**config.mk**
```make
export PLATFORM = sky130hd
export DESIGN_NAME = nibble_serial_adder
export DESIGN_NICKNAME = d
export VERILOG_FILES = /design/src/rtl/nibble_serial_adder.sv
export SDC_FILE = /design/constraint.sdc
export NUM_CORES = 1
export LEC_CHECK = 0
export CORE_MARGIN = 5
export CORE_UTILIZATION = 37
export DETAILED_ROUTE_END_ITERATION = 8
export PLACE_DENSITY_LB_ADDON = 0.05
export SKIP_CTS_REPAIR_TIMING = 1
export SLEW_MARGIN = 20
export SYNTH_ARGS = -nofsm -noshare
export SYNTH_HDL_FRONTEND = slang
export SYNTH_SLANG_ARGS = --single-unit
```
**constraint.sdc**
```tcl
create_clock -name i_clk -period 3.1 [get_ports i_clk]
set_clock_uncertainty 0.15 [all_clocks]
set_input_delay 0.62 -clock i_clk [delete_from_list [all_inputs] [get_ports i_clk]]
set_output_delay 0.62 -clock i_clk [all_outputs]
set_load 0.05 [all_outputs]
```
**src/rtl/nibble_serial_adder.sv**
```systemverilog
// Adds two WIDTH-bit operands one nibble per cycle through an external 4-bit adder stage,
// with a registered inter-nibble carry and valid/ready handshakes on both host sides.
module nibble_serial_adder #(
  parameter int unsigned WIDTH = 16
) (
  input  logic             i_clk,
  input  logic             i_rst,
  input  logic             i_valid,
  output logic             o_ready,
  input  logic [WIDTH-1:0] i_a,
  input  logic [WIDTH-1:0] i_b,
  input  logic             i_c,
  output logic             o_valid,
  input  logic             i_ready,
  output logic [WIDTH:0]   o_sum,
  output logic [3:0]       o_add_a,
  output logic [3:0]       o_add_b,
  output logic             o_add_c,
  input  logic [4:0]       i_add_s
);

  localparam int unsigned NIBBLES = WIDTH / 4;
  localparam int unsigned IW      = (NIBBLES > 1) ? $clog2(NIBBLES) : 1;

  typedef enum logic [1:0] {
    S_IDLE = 2'd0,
    S_RUN  = 2'd1,
    S_DONE = 2'd2
  } state_t;

  state_t           r_state;
  logic [WIDTH-1:0] r_a;
  logic [WIDTH-1:0] r_b;
  logic [WIDTH-1:0] r_acc;
  logic             r_carry;
  logic [IW-1:0]    r_idx;

  logic [WIDTH-1:0] w_acc_next;
  logic             w_last;

  // Adder stage is fed only while running; otherwise it sees zeros.
  always_comb begin
    o_ready = (r_state == S_IDLE) && !i_rst;
    o_add_a = 4'h0;
    o_add_b = 4'h0;
    o_add_c = 1'b0;
    if (r_state == S_RUN) begin
      o_add_a = r_a[3:0];
      o_add_b = r_b[3:0];
      o_add_c = r_carry;
    end
  end

  // Accumulator with the current adder nibble merged into slot r_idx.
  always_comb begin
    w_acc_next = r_acc;
    for (int unsigned n = 0; n < NIBBLES; n++) begin
      if (r_idx == IW'(n)) begin
        w_acc_next[n*4 +: 4] = i_add_s[3:0];
      end
    end
    w_last = (r_idx == IW'(NIBBLES - 1));
  end

  always_ff @(posedge i_clk) begin
    if (i_rst) begin
      r_state <= S_IDLE;
      o_valid <= 1'b0;
      o_sum   <= '0;
      r_idx   <= '0;
      r_carry <= 1'b0;
      r_a     <= '0;
      r_b     <= '0;
      r_acc   <= '0;
    end else begin
      case (r_state)
        S_IDLE: begin
          if (i_valid) begin
            r_a     <= i_a;
            r_b     <= i_b;
            r_carry <= i_c;
            r_idx   <= '0;
            r_state <= S_RUN;
          end
        end
        S_RUN: begin
          r_acc   <= w_acc_next;
          r_carry <= i_add_s[4];
          r_a     <= r_a >> 4;
          r_b     <= r_b >> 4;
          r_idx   <= r_idx + IW'(1);
          if (w_last) begin
            o_sum   <= {i_add_s[4], w_acc_next};
            o_valid <= 1'b1;
            r_state <= S_DONE;
          end
        end
        S_DONE: begin
          // o_sum is left untouched so it stays readable after the handshake.
          if (i_ready) begin
            o_valid <= 1'b0;
            r_state <= S_IDLE;
          end
        end
        default: r_state <= S_IDLE;
      endcase
    end
  end

endmodule

```
### Word-level counts from Yosys, hierarchy flattened

Cells that the tools add are included.

| word-level totals | value |
|---|---|
| bits in registers | 71 |
| bits in latches | 0 |
| RAM bits | 0 |
| memory bits (read-only) | 0 |
| bits of input ports | 42 |
| output and inout bits | 28 |
| logic and storage cells | 49 |
| memories kept | 0 |

| cells by class | value |
|---|---|
| add/sub/neg operators | 1 |
| multiply operators | 0 |
| divide/modulo/power cells | 0 |
| $lt $le $gt $ge | 0 |
| eq/ne operators | 8 |
| shift operators | 0 |
| mux-type cells | 22 |
| bitwise logic cells | 0 |
| reduce and logical (&&, ||, !) cells | 10 |

Operators with widths:

| kind | number |
|---|---|
| $pmux W16 S2 | 2 |
| $mux W16 | 2 |
| $mux W4 | 6 |
| $mux W2 | 4 |
| $eq A2 B2 Y1 const B | 3 |
| $ne A2 B2 Y1 const B | 3 |
| $pmux W2 S3 | 1 |
| $reduce_and A3 Y1 | 2 |
| $eq A2 B1 Y1 const B | 2 |
| $logic_not A2 Y1 | 2 |
| $mux W1 | 4 |
| $pmux W1 S2 | 2 |
| $pmux W2 S2 | 1 |
| $reduce_and A2 Y1 | 2 |
| $reduce_bool A2 Y1 | 2 |
| $add A2 B1 Y2 const B | 1 |
| $logic_and A1 B1 Y1 | 1 |
| $logic_not A1 Y1 | 1 |

### Logic depth before layout (Yosys ltp)

Gate-level depths: netlist of the first run.

| logic depth | value |
|---|---|
| depth after elaboration | 3 |
| mapped depth | 6 |
| depth with buffers taken out | 5 |

### Least setup slack after synthesis of the first run

Ideal clock, no wire load.

| timing path | value |
|---|---|
| path kind | input-to-output |
| start | input i_rst |
| end | output o_ready |
| data arrival time | 2044 ps |
| required time | 2330 ps |
| slack | 286 ps |
| cell stages on the path | 3 |
| path buffers | 2 |
| cell sequence | clkbuf_1 > clkbuf_1 > nor3_1 |

| on the way | value |
|---|---|
| cells in the longest elaborated chain, start to end | 2 |

RTL lines:

| what | RTL line | source |
|---|---|---|
| start, declared | 7 | `input logic i_rst,` |
| $logic_not A1 Y1 | 43 | `o_ready = (r_state == S_IDLE) && !i_rst;` |
| $logic_and A1 B1 Y1 | 43 |  |
| end, declared | 9 | `output logic o_ready,` |

No other way between the ends.

### Final worst setup path of the first run

| timing path | value |
|---|---|
| start | register r_state[0] |
| end | output o_ready |

| on the way | value |
|---|---|
| cells in the longest elaborated chain, start to end | 2 |

RTL lines:

| what | RTL line | source |
|---|---|---|
| start, declared | 31 | `state_t r_state;` |
| start signal, assigned | 67 | `r_state <= S_IDLE;` |
| start signal, assigned | 83 | `r_state <= S_RUN;` |
| start signal, assigned | 95 | `r_state <= S_DONE;` |
| $logic_not A2 Y1 | 43 |  |
| $logic_and A1 B1 Y1 | 43 |  |

No other way between the ends.

==> flow_metrics.env, run 1 <==
export IMPL_run_status="completed"
export IMPL_grt_first_pass_wirelength_um=12600
export IMPL_synth_top_family_by_area="simple AND/OR/NAND/NOR gates"
export IMPL_reg2regPathDepth=5
export IMPL_cp_required_ns=2.33
export IMPL_synthXorXnorAreaFrac=0
export IMPL_tritoncts="built"
export IMPL_finalSetupViolations=0
export IMPL_rsz0062_at_grt="no"
export IMPL_syn2layout_area_growth_pct=27.6
export IMPL_die_width_um=105
export IMPL_share_of_total_power_in_combinational_logic=0.163
export IMPL_syn_nets=397
export IMPL_finalHoldViolations=0
export IMPL_place_hpwl_um=5080
export IMPL_timing_critical_path_depth=3
export IMPL_synth_area_um2=3330
export IMPL_cp_num_buf_inv=2
export IMPL_synth_simple_gate_area_frac=0.199
export IMPL_ys_warn_count=0
export IMPL_max_vdd_ir_drop_uv=196
export IMPL_summed_negative_setup_slack_over_all_endpoints_ns=0
export IMPL_synth_compound_area_share=0.181
export IMPL_power_share_clock=0.348
export IMPL_drv_max_cap_violation_count=0
export IMPL_worst_reg2reg_path_endpoint="r_a[8]$_SDFFE_PP0P_"
export IMPL_muxShareOfSynthArea=0.102
export IMPL_cts_buffers=9
export IMPL_timing_rr_start="r_state[0]$_SDFFE_PP0P_"
export IMPL_critical_path_top_delay_family="buffers and inverters"
export IMPL_cts_sinks=71
export IMPL_fp_dieArea_um2=11000
export IMPL_mapped_cells=350
export IMPL_vias_per_cell=4.99
export IMPL_die_y_extent_um=105
export IMPL_post_route_drc_count=0
export IMPL_slew_violations=0
export IMPL_grt_overflow_total=0
export IMPL_antenna_found_initial=1
export IMPL_netlist_cell_type_count=30
export IMPL_worst_hold_path_type="register to register"
export IMPL_synth_adder_area_share=0.0188
export IMPL_grt_start_max_net_pins=72
export IMPL_first_global_vias=2507
export IMPL_total_switching_power_uw=529
export IMPL_minimum_period_implied_by_the_final_worst_setup_slack_ns=2.30
export IMPL_grt_util_all_layers=0.140
export IMPL_placeableCoreArea_um2=8760
export IMPL_setup_worst_path_end_class="output pin"
export IMPL_drive_above_1_share=0.176
export IMPL_postRouteAntennaNets=0
export IMPL_power_share_sequential=0.489
export IMPL_detail_route_iter0_violations=71
export IMPL_worst_endpoint_arrival_ns=1.53
export IMPL_clockRootBuffer="sky130_fd_sc_hd__clkbuf_8"
export IMPL_startpoint="r_state[0]$_SDFFE_PP0P_"
export IMPL_start_util=0.380
export IMPL_routed_wire_length_per_instance_um=15.0
export IMPL_fmaxAchievable_mhz=435
export IMPL_final_critical_path_share_of_the_clock_period=0.742
export IMPL_floorplan_rows=34
export IMPL_critPathLaunchType="register"
export IMPL_setup_reg_to_reg_worst_slack_ns=1.10
export IMPL_timing_worst_slew_pin_value_ns=0.972
export IMPL_worst_setup_path_endpoint="o_ready"
export IMPL_pwr_density_cell_nw_per_um2=472
export IMPL_insertion_delay_ns=0.35
export IMPL_switching_share=0.263
export IMPL_worst_slack_on_hold_paths_ns=0.303
export IMPL_num_nets_final=448
export IMPL_fillerInstances=871
export IMPL_clk_path_buf_depth=2
export IMPL_route_vias_total=2554
export IMPL_worst_path_most_repeated_cell="sky130_fd_sc_hd__buf_4"
export IMPL_gp_congestion=0.735
export IMPL_cts_reportedPaths_clkPinSlew_ns=0.07
export IMPL_sequential_cell_area_fraction_in_the_yosys_report=0.427
export IMPL_h_tree_depth=3
export IMPL_synth_seq_cells=71
export IMPL_critPathKind="register to output pin"
export IMPL_boundaryPins=70
export IMPL_largest_fanout_on_the_critical_path=33
export IMPL_path_cells="buf_4 > nor3_1 > buf_4"
export IMPL_cellInternalPower_mw=1.48
export IMPL_critical_path_max_stage_delay_ns=0.34
export IMPL_syn_avg_cell_area_um2=9.52
export IMPL_numPortBuffers=69
export IMPL_p_leak_nw=1.52
export IMPL_worst_slew_margin_relative_to_its_limit=0.352
export IMPL_diodes=0
export IMPL_drt_pre_antenna_iters=4
export IMPL_detail_route_wirelength_um=7670
export IMPL_worst_path_max_delay_cell="sky130_fd_sc_hd__nor3_1"
==> Yosys cell counts, drive strengths merged <==
| cell | number | share of area |
|---|---|---|
| a211oi | 33 | 0.12 |
| a21oi | 20 | 0.030 |
| a22oi | 7 | 0.016 |
| and2 | 9 | 0.017 |
| and2b | 1 | 0.0023 |
| and3b | 1 | 0.0026 |
| buf | 22 | 0.054 |
| clkbuf | 13 | 0.015 |
| dfxtp | 71 | 0.43 |
| ha | 5 | 0.019 |
| inv | 3 | 0.0034 |
| mux2i | 34 | 0.10 |
| nand2 | 18 | 0.020 |
| nand2b | 1 | 0.0019 |
| nand3 | 16 | 0.024 |
| nand3b | 6 | 0.014 |
| nor2 | 69 | 0.078 |
| nor2b | 2 | 0.0038 |
| nor3 | 2 | 0.0030 |
| nor3b | 1 | 0.0038 |
| nor4 | 9 | 0.024 |
| o21ai | 3 | 0.0045 |
| o21ba | 1 | 0.0030 |
| o21bai | 1 | 0.0034 |
| or3b | 2 | 0.0053 |
==> routing by layer <==
metal | vias up | track usage | wire length (um)
met1 | 1181 | 0.180 | 3540
met5 | - | 0 | 7
met2 | 51 | 0.218 | 3580
met4 | 2 | 0.0603 | 146
li1 | 1307 | - | -
met3 | 13 | 0.0419 | 407
==> power groups by stage <==
stage,Sequential (mW),Combinational [mW],Clock (mW)
floorplan,0.999,0.220,0
global placement,1.00,0.328,0
detailed placement,1.00,0.332,0
CTS,0.981,0.333,0.719
global route,0.985,0.357,0.755
finish,0.981,0.328,0.698
==> cell type report <==
cell class,count,area (um2),share of cell area
Multi-Input combinational cell,241,1670,0.393
Clock buffer,14,183,0.0430
Timing Repair Buffer,75,831,0.195
Sequential cell,71,1420,0.334
Tap cell,108,135,0.0318
Inverter,3,11.3,0.00265
==> cell usage in the layout (no fill, tap or decap), drive strengths merged <==
| master | Yosys | final |
|---|---|---|
| nand3b | 6 | 6 |
| and2 | 9 | 9 |
| and3b | 1 | 1 |
| o21ba | 1 | 1 |
| nor3 | 2 | 2 |
| ha | 5 | 5 |
| nand2 | 18 | 18 |
| nand2b | 1 | 1 |
| nand3 | 16 | 16 |
| nor3b | 1 | 1 |
| clkdlybuf4s50 | 0 | 58 |
| nor2b | 2 | 2 |
| nor2 | 69 | 69 |
| inv | 3 | 3 |
| a211oi | 33 | 33 |
| or3b | 2 | 2 |
| mux2i | 34 | 34 |
| a21oi | 20 | 20 |
| o21bai | 1 | 1 |
| clkbuf | 13 | 14 |
| and2b | 1 | 1 |
| o21ai | 3 | 3 |
| nor4 | 9 | 9 |
| dfxtp | 71 | 71 |
| buf | 22 | 17 |
| a22oi | 7 | 7 |
==> state kept, by name, summed over array words and instances, names as in the netlist <==
signal	cells
o_sum	17
r_a	16
r_acc	16
r_b	16
r_idx	2
r_state	2
o_valid	1
r_carry	1
==> cells by family (layout without fill, tap and decap cells) <==
family                     count (synthesis)  in the layout
buffers and inverters                     38             92
adders and majority gates                  5              5
AOI/OAI and AO/OA                         65             65
DFF                                       71             71
and+or+nand+nor                          137            137
muxes                                     34             34
==> worst min-delay path: cells and delay by family, from the launching register on <==
family / cells / cell delay [ns]
flip-flops: 1 / 0.31
AND/OR/NAND/NOR: 1 / 0.05
AO/OA/AOI/OAI: 1 / 0.05
==> worst min path at each step <==
stage,startpoint,to,slack (ns),depth (start not counted)
after floorplan,r_acc[0]$_SDFFE_PP0P_,r_acc[0]$_SDFFE_PP0P_,0.29,2
after global placement,r_acc[15]$_SDFFE_PP0P_,r_acc[15]$_SDFFE_PP0P_,0.29,2
final,r_acc[10]$_SDFFE_PP0P_,r_acc[10]$_SDFFE_PP0P_,0.30,2
after CTS,r_acc[12]$_SDFFE_PP0P_,r_acc[12]$_SDFFE_PP0P_,0.31,2
after detailed placement,r_acc[12]$_SDFFE_PP0P_,r_acc[12]$_SDFFE_PP0P_,0.30,2
after global routing,r_acc[0]$_SDFFE_PP0P_,r_acc[0]$_SDFFE_PP0P_,0.32,2
==> stage by stage <==
| step | std cells | worst slack [ns] | cell area, um2 | util | total power, mW |
|---|---|---|---|---|---|
| after floorplan | 350 | 0.286 | 3330 | - | 1.22 |
| after global placement | 498 | 0.770 | 4070 | 0.464 | 1.33 |
| after detailed placement | 498 | 0.685 | 4070 | 0.464 | 1.33 |
| after global routing | 512 | 0.668 | 4250 | 0.485 | 2.10 |
| after CTS | 512 | 0.740 | 4250 | 0.485 | 2.03 |
| final | 512 | 0.800 | 4250 | 0.485 | 2.01 |
Note: power is estimated with default switching activity, not from simulation.
==> run 2, diff against run 1 <==
==> constraint.sdc (replaced) <==
create_clock -name i_clk -period 2.3 [get_ports i_clk]
set_clock_uncertainty 0.15 [all_clocks]
set_input_delay 0.46 -clock i_clk [delete_from_list [all_inputs] [get_ports i_clk]]
set_output_delay 0.46 -clock i_clk [all_outputs]
set_load 0.05 [all_outputs]
==> flow_metrics.env, run 2 (synthesis results as in run 1) <==
export IMPL_die_width_um=105
export IMPL_share_of_total_power_in_combinational_logic=0.165
export IMPL_cts_reportedPaths_clkPinSlew_ns=0.07
export IMPL_gp_congestion=0.750
export IMPL_syn2layout_area_growth_pct=29.2
export IMPL_minimum_period_implied_by_the_final_worst_setup_slack_ns=2.15
export IMPL_placeableCoreArea_um2=8760
export IMPL_post_place_cells=500
export IMPL_die_y_extent_um=105
export IMPL_power_mw=2.69
export IMPL_fillerInstances=864
export IMPL_mostFrequentLayoutCell="sky130_fd_sc_hd__dfxtp_1"
export IMPL_fmaxAchievable_mhz=465
export IMPL_finalCoreUtilization=0.491
export IMPL_floorplan_rows=34
export IMPL_max_vdd_ir_drop_uv=303
export IMPL_timing_worst_slew_pin_value_ns=0.506
export IMPL_boundaryPins=70
export IMPL_postRouteAntennaNets=0
export IMPL_rsz0062_at_grt="no"
export IMPL_grt_util_all_layers=0.139
export IMPL_vias_per_cell=4.96
export IMPL_h_tree_depth=3
export IMPL_fp_dieArea_um2=11000
export IMPL_start_util=0.380
export IMPL_largest_fanout_on_the_critical_path=11
export IMPL_cellInternalPower_mw=2.00
export IMPL_final_cell_count_no_fill=514
export IMPL_number_of_flip_flops_under_the_largest_register_name=17
export IMPL_detail_route_wirelength_um=7570
export IMPL_mostFrequentLayoutCells="70 x sky130_fd_sc_hd__dfxtp_1, 69 x sky130_fd_sc_hd__nor2_1, 58 x sky130_fd_sc_hd__clkdlybuf4s50_1"
export IMPL_cp_required_ns=1.69
export IMPL_power_share_sequential=0.492
export IMPL_slew_violations=0
export IMPL_clockRootBuffer="sky130_fd_sc_hd__clkbuf_8"
export IMPL_final_critical_path_share_of_the_clock_period=0.936
export IMPL_cts_sinks=71
export IMPL_largest_register="o_sum"
export IMPL_worst_endpoint_arrival_ns=1.54
export IMPL_drive_above_1_share=0.185
export IMPL_worst_slack_on_hold_paths_ns=0.304
export IMPL_switching_share=0.258
export IMPL_finalSetupViolations=0
export IMPL_drt_pre_antenna_iters=4
export IMPL_worst_path_max_delay_cell="sky130_fd_sc_hd__dfxtp_2"
export IMPL_critPathLaunchType="register"
export IMPL_diodes=0
export IMPL_route_vias_total=2548
export IMPL_met2WireLength_um=3560
export IMPL_setup_worst_path_end_class="output pin"
export IMPL_place_hpwl_um=5130
export IMPL_p_leak_nw=1.54
export IMPL_route_top_layer_used="met5"
export IMPL_summed_negative_setup_slack_over_all_endpoints_ns=0
export IMPL_run_status="completed"
export IMPL_path_cells="nor2b_4 > and2_1 > buf_12"
export IMPL_power_share_clock=0.343
export IMPL_num_nets_final=450
export IMPL_critPathKind="register to output pin"
export IMPL_antenna_found_initial=1
export IMPL_cts_buffers=9
export IMPL_grt_start_max_net_pins=72
export IMPL_worst_slew_margin_relative_to_its_limit=0.661
export IMPL_critical_path_max_stage_delay_ns=0.50
export IMPL_tritoncts="built"
export IMPL_grt_first_pass_wirelength_um=12600
export IMPL_total_switching_power_uw=694
export IMPL_worst_hold_path_type="register to register"
export IMPL_clk_path_buf_depth=2
export IMPL_grt_overflow_total=0
export IMPL_m1WireLength_um=3570
export IMPL_finalHoldViolations=0
export IMPL_insertion_delay_ns=0.33
export IMPL_post_route_drc_count=0
export IMPL_met3_wirelength_um=344
export IMPL_numPortBuffers=69
export IMPL_first_global_vias=2568
export IMPL_drv_max_cap_violation_count=0
export IMPL_detail_route_iter0_violations=54
export IMPL_pwr_density_cell_nw_per_um2=626
export IMPL_routed_wire_length_per_instance_um=14.7
run 2: cell types whose count changed in the layout (fill, tap and decap cells not counted), sizes merged:
cell,before,now
buf,17,19
run 2: final cells by class:
| cell class | instances | area [um2] | area share |
|---|---|---|---|
| tap | 108 | 135 | 0.0314 |
| inverter | 3 | 11.3 | 0.00262 |
| sequential | 71 | 1420 | 0.331 |
| clock buffer | 14 | 183 | 0.0424 |
| multi-input combinational | 241 | 1680 | 0.391 |
| timing repair buffer | 77 | 871 | 0.202 |
run 2: stage by stage:
stage	setup WS (ns)	cell area, um2
6_report	0.147	4300
5_1_grt	0.0378	4300
4_1_cts	-0.0306	4300
3_5_place_dp	0.187	4120
3_3_place_gp	0.216	4120
2_1_floorplan	0.232	3340
run 2: worst paths after layout:
kind / start / slack [ns] / cells after the start / endpoint
setup / recovery: r_state[0]$_SDFFE_PP0P_ / 0.15 / 3 / o_add_b[1]
setup reg to reg: r_state[0]$_SDFFE_PP0P_ / 0.57 / 5 / r_a[10]$_SDFFE_PP0P_
hold reg to reg: r_acc[1]$_SDFFE_PP0P_ / 0.30 / 2 / r_acc[1]$_SDFFE_PP0P_
hold / removal: r_acc[1]$_SDFFE_PP0P_ / 0.30 / 2 / r_acc[1]$_SDFFE_PP0P_
run 2: power by group through the flow:
stage | Sequential (mW) | Combinational [mW] | Clock (mW)
finish | 1.33 | 0.445 | 0.922
global route | 1.33 | 0.483 | 1.01
CTS | 1.33 | 0.450 | 0.957
detailed placement | 1.35 | 0.448 | 0
global placement | 1.35 | 0.444 | 0
floorplan | 1.35 | 0.297 | 0
run 2: routing by layer:
| layer | vias to the layer above | track usage |
|---|---|---|
| met5 | - | 0 |
| met4 | 2 | 0.0548 |
| met3 | 9 | 0.0351 |
| met2 | 44 | 0.221 |
| met1 | 1182 | 0.181 |
| li1 | 1311 | - |
run 2: critical path: cells and delay by family, from the launching register on:
kind / cells / cell delay [ns]
buffers and inverters: 1 / 0.15
flip-flops: 1 / 0.50
AND/OR/NAND/NOR: 2 / 0.56
==> run 3, diff against run 2 <==
--- a/config.mk
+++ b/config.mk
@@ -5,10 +5,10 @@
 export SDC_FILE = /design/constraint.sdc
 export NUM_CORES = 1
 export LEC_CHECK = 0
-export CORE_MARGIN = 5
 export CORE_UTILIZATION = 37
 export DETAILED_ROUTE_END_ITERATION = 8
 export PLACE_DENSITY_LB_ADDON = 0.05
+export SETUP_SLACK_MARGIN = 0.1
 export SKIP_CTS_REPAIR_TIMING = 1
 export SLEW_MARGIN = 20
 export SYNTH_ARGS = -nofsm -noshare
==> flow_metrics.env, run 3 (synthesis results as in run 1) <==
export IMPL_run_status="completed"
export IMPL_timing_critical_path_depth=1
export IMPL_met3_wirelength_um=358
export IMPL_numPortBuffers=69
export IMPL_largest_register="o_sum"
export IMPL_cts_buffers=9
export IMPL_critical_path_max_stage_delay_ns=0.80
export IMPL_timing_worst_slew_pin_value_ns=0.500
export IMPL_slew_violations=0
export IMPL_route_top_layer_used="met4"
export IMPL_postRouteAntennaNets=0
export IMPL_max_vdd_ir_drop_uv=314
export IMPL_p_leak_nw=1.55
export IMPL_boundaryPins=70
export IMPL_die_width_um=96.9
export IMPL_clk_path_buf_depth=2
export IMPL_path_cells="clkdlybuf4s50_1"
export IMPL_post_route_drc_count=0
export IMPL_m1WireLength_um=3560
export IMPL_reg2regPathDepth=4
export IMPL_power_mw=2.81
export IMPL_finalHoldViolations=0
export IMPL_critPathLaunchType="register"
export IMPL_critPathKind="register to output pin"
export IMPL_placeableCoreArea_um2=8720
export IMPL_final_critical_path_share_of_the_clock_period=0.917
export IMPL_gp_congestion=0.735
export IMPL_rsz0062_at_grt="no"
export IMPL_hold_depth=2
export IMPL_setup_worst_path_end_class="output pin"
export IMPL_critical_path_top_delay_family="buffers and inverters"
export IMPL_floorplan_rows=34
export IMPL_h_tree_depth=3
export IMPL_vias_per_cell=5.03
export IMPL_grt_start_max_net_pins=72
export IMPL_syn2layout_area_growth_pct=30.3
export IMPL_number_of_flip_flops_under_the_largest_register_name=17
export IMPL_mostFrequentLayoutCell="sky130_fd_sc_hd__dfxtp_1"
export IMPL_start_util=0.382
export IMPL_routed_wire_length_per_instance_um=14.4
export IMPL_fp_dieArea_um2=9390
export IMPL_drt_pre_antenna_iters=4
export IMPL_minimum_period_implied_by_the_final_worst_setup_slack_ns=2.11
export IMPL_grt_first_pass_wirelength_um=12400
export IMPL_fillerInstances=828
export IMPL_fmaxAchievable_mhz=474
export IMPL_die_y_extent_um=96.9
export IMPL_mostFrequentLayoutCells="70 x sky130_fd_sc_hd__dfxtp_1, 69 x sky130_fd_sc_hd__nor2_1, 58 x sky130_fd_sc_hd__clkdlybuf4s50_1"
export IMPL_drive_above_1_share=0.191
export IMPL_tritoncts="built"
export IMPL_largest_fanout_on_the_critical_path=2
export IMPL_clockRootBuffer="sky130_fd_sc_hd__clkbuf_8"
export IMPL_finalSetupViolations=0
export IMPL_drv_max_cap_violation_count=0
export IMPL_worst_path_max_delay_cell="sky130_fd_sc_hd__clkdlybuf4s50_1"
export IMPL_worst_slew_margin_relative_to_its_limit=0.666
export IMPL_route_vias_total=2593
export IMPL_cts_reportedPaths_clkPinSlew_ns=0.09
export IMPL_cp_num_buf_inv=1
export IMPL_detail_route_wirelength_um=7450
export IMPL_met2WireLength_um=3410
export IMPL_cts_sinks=71
export IMPL_worst_hold_path_type="register to register"
export IMPL_first_global_vias=2518
export IMPL_num_nets_final=450
export IMPL_grt_overflow_total=0
export IMPL_insertion_delay_ns=0.35
export IMPL_cp_required_ns=1.69
export IMPL_detail_route_iter0_violations=86
export IMPL_grt_util_all_layers=0.163
export IMPL_place_hpwl_um=4780
export IMPL_summed_negative_setup_slack_over_all_endpoints_ns=0
export IMPL_diodes=0
export IMPL_pwr_density_cell_nw_per_um2=647
export IMPL_antenna_found_initial=0
export IMPL_worst_endpoint_arrival_ns=1.50
==> run 3: cell count changes in the layout (fill, tap and decap cells not counted) <==
cell	change
sky130_fd_sc_hd__buf_2	-1
sky130_fd_sc_hd__clkinvlp_4	+2
sky130_fd_sc_hd__clkbuf_1	-1
sky130_fd_sc_hd__clkbuf_8	-4
sky130_fd_sc_hd__inv_6	+2
sky130_fd_sc_hd__buf_12	+1
sky130_fd_sc_hd__clkinv_4	+2
sky130_fd_sc_hd__bufinv_16	+1
==> run 3: report_power, final <==
| group | internal [mW] | switching [mW] | leakage [nW] |
|---|---|---|---|
| Clock | 0.512 | 0.521 | 0.0964 |
| Sequential | 1.29 | 0.0328 | 0.581 |
| Combinational | 0.213 | 0.241 | 0.871 |
| Total | 2.01 | 0.794 | 1.55 |
==> run 3: metal layers <==
metal / global-route usage / vias up
met4: 0.0689 / 0
met1: 0.210 / 1202
met2: 0.258 / 62
li1: - / 1320
met5: 0 / -
met3: 0.0405 / 9
==> run 3: worst paths after layout <==
check	start	end	slack (ns)
setup / recovery	o_sum[10]$_SDFFE_PP0P_	o_sum[10]	0.19
hold / removal	r_acc[1]$_SDFFE_PP0P_	r_acc[1]$_SDFFE_PP0P_	0.30
setup reg to reg	r_idx[0]$_SDFFE_PP0P_	r_acc[12]$_SDFFE_PP0P_	0.58
hold reg to reg	r_acc[1]$_SDFFE_PP0P_	r_acc[1]$_SDFFE_PP0P_	0.30
==> run 3: final cells by class <==
class	count	area (um2)	share of cell area
clock buffer	9	124	0.0285
clock inverter	7	80.1	0.0184
inverter	3	11.3	0.00259
multi-input combinational	241	1680	0.387
sequential	71	1420	0.328
tap	108	135	0.0311
timing repair buffer	77	886	0.204
==> run 3: per-stage QoR <==
stage | hold slack, ns | cell area (um2) | instances | utilization | worst slack (ns)
floorplan | 0.286 | 3340 | 350 | - | 0.232
global placement | 0.291 | 4130 | 500 | 0.474 | 0.180
global route | 0.327 | 4340 | 516 | 0.498 | 0.124
CTS | 0.307 | 4340 | 516 | 0.497 | 0.0592
detailed placement | 0.296 | 4130 | 500 | 0.474 | 0.153
finish | 0.304 | 4340 | 516 | 0.498 | 0.192
==> run 3: worst reg2reg max path: stages (launching register included) <==
cell	delay (ns)
sky130_fd_sc_hd__dfxtp_1	0.45
sky130_fd_sc_hd__ha_1	0.50
sky130_fd_sc_hd__nand3b_1	0.29
sky130_fd_sc_hd__nand2_1	0.14
sky130_fd_sc_hd__a21oi_1	0.07
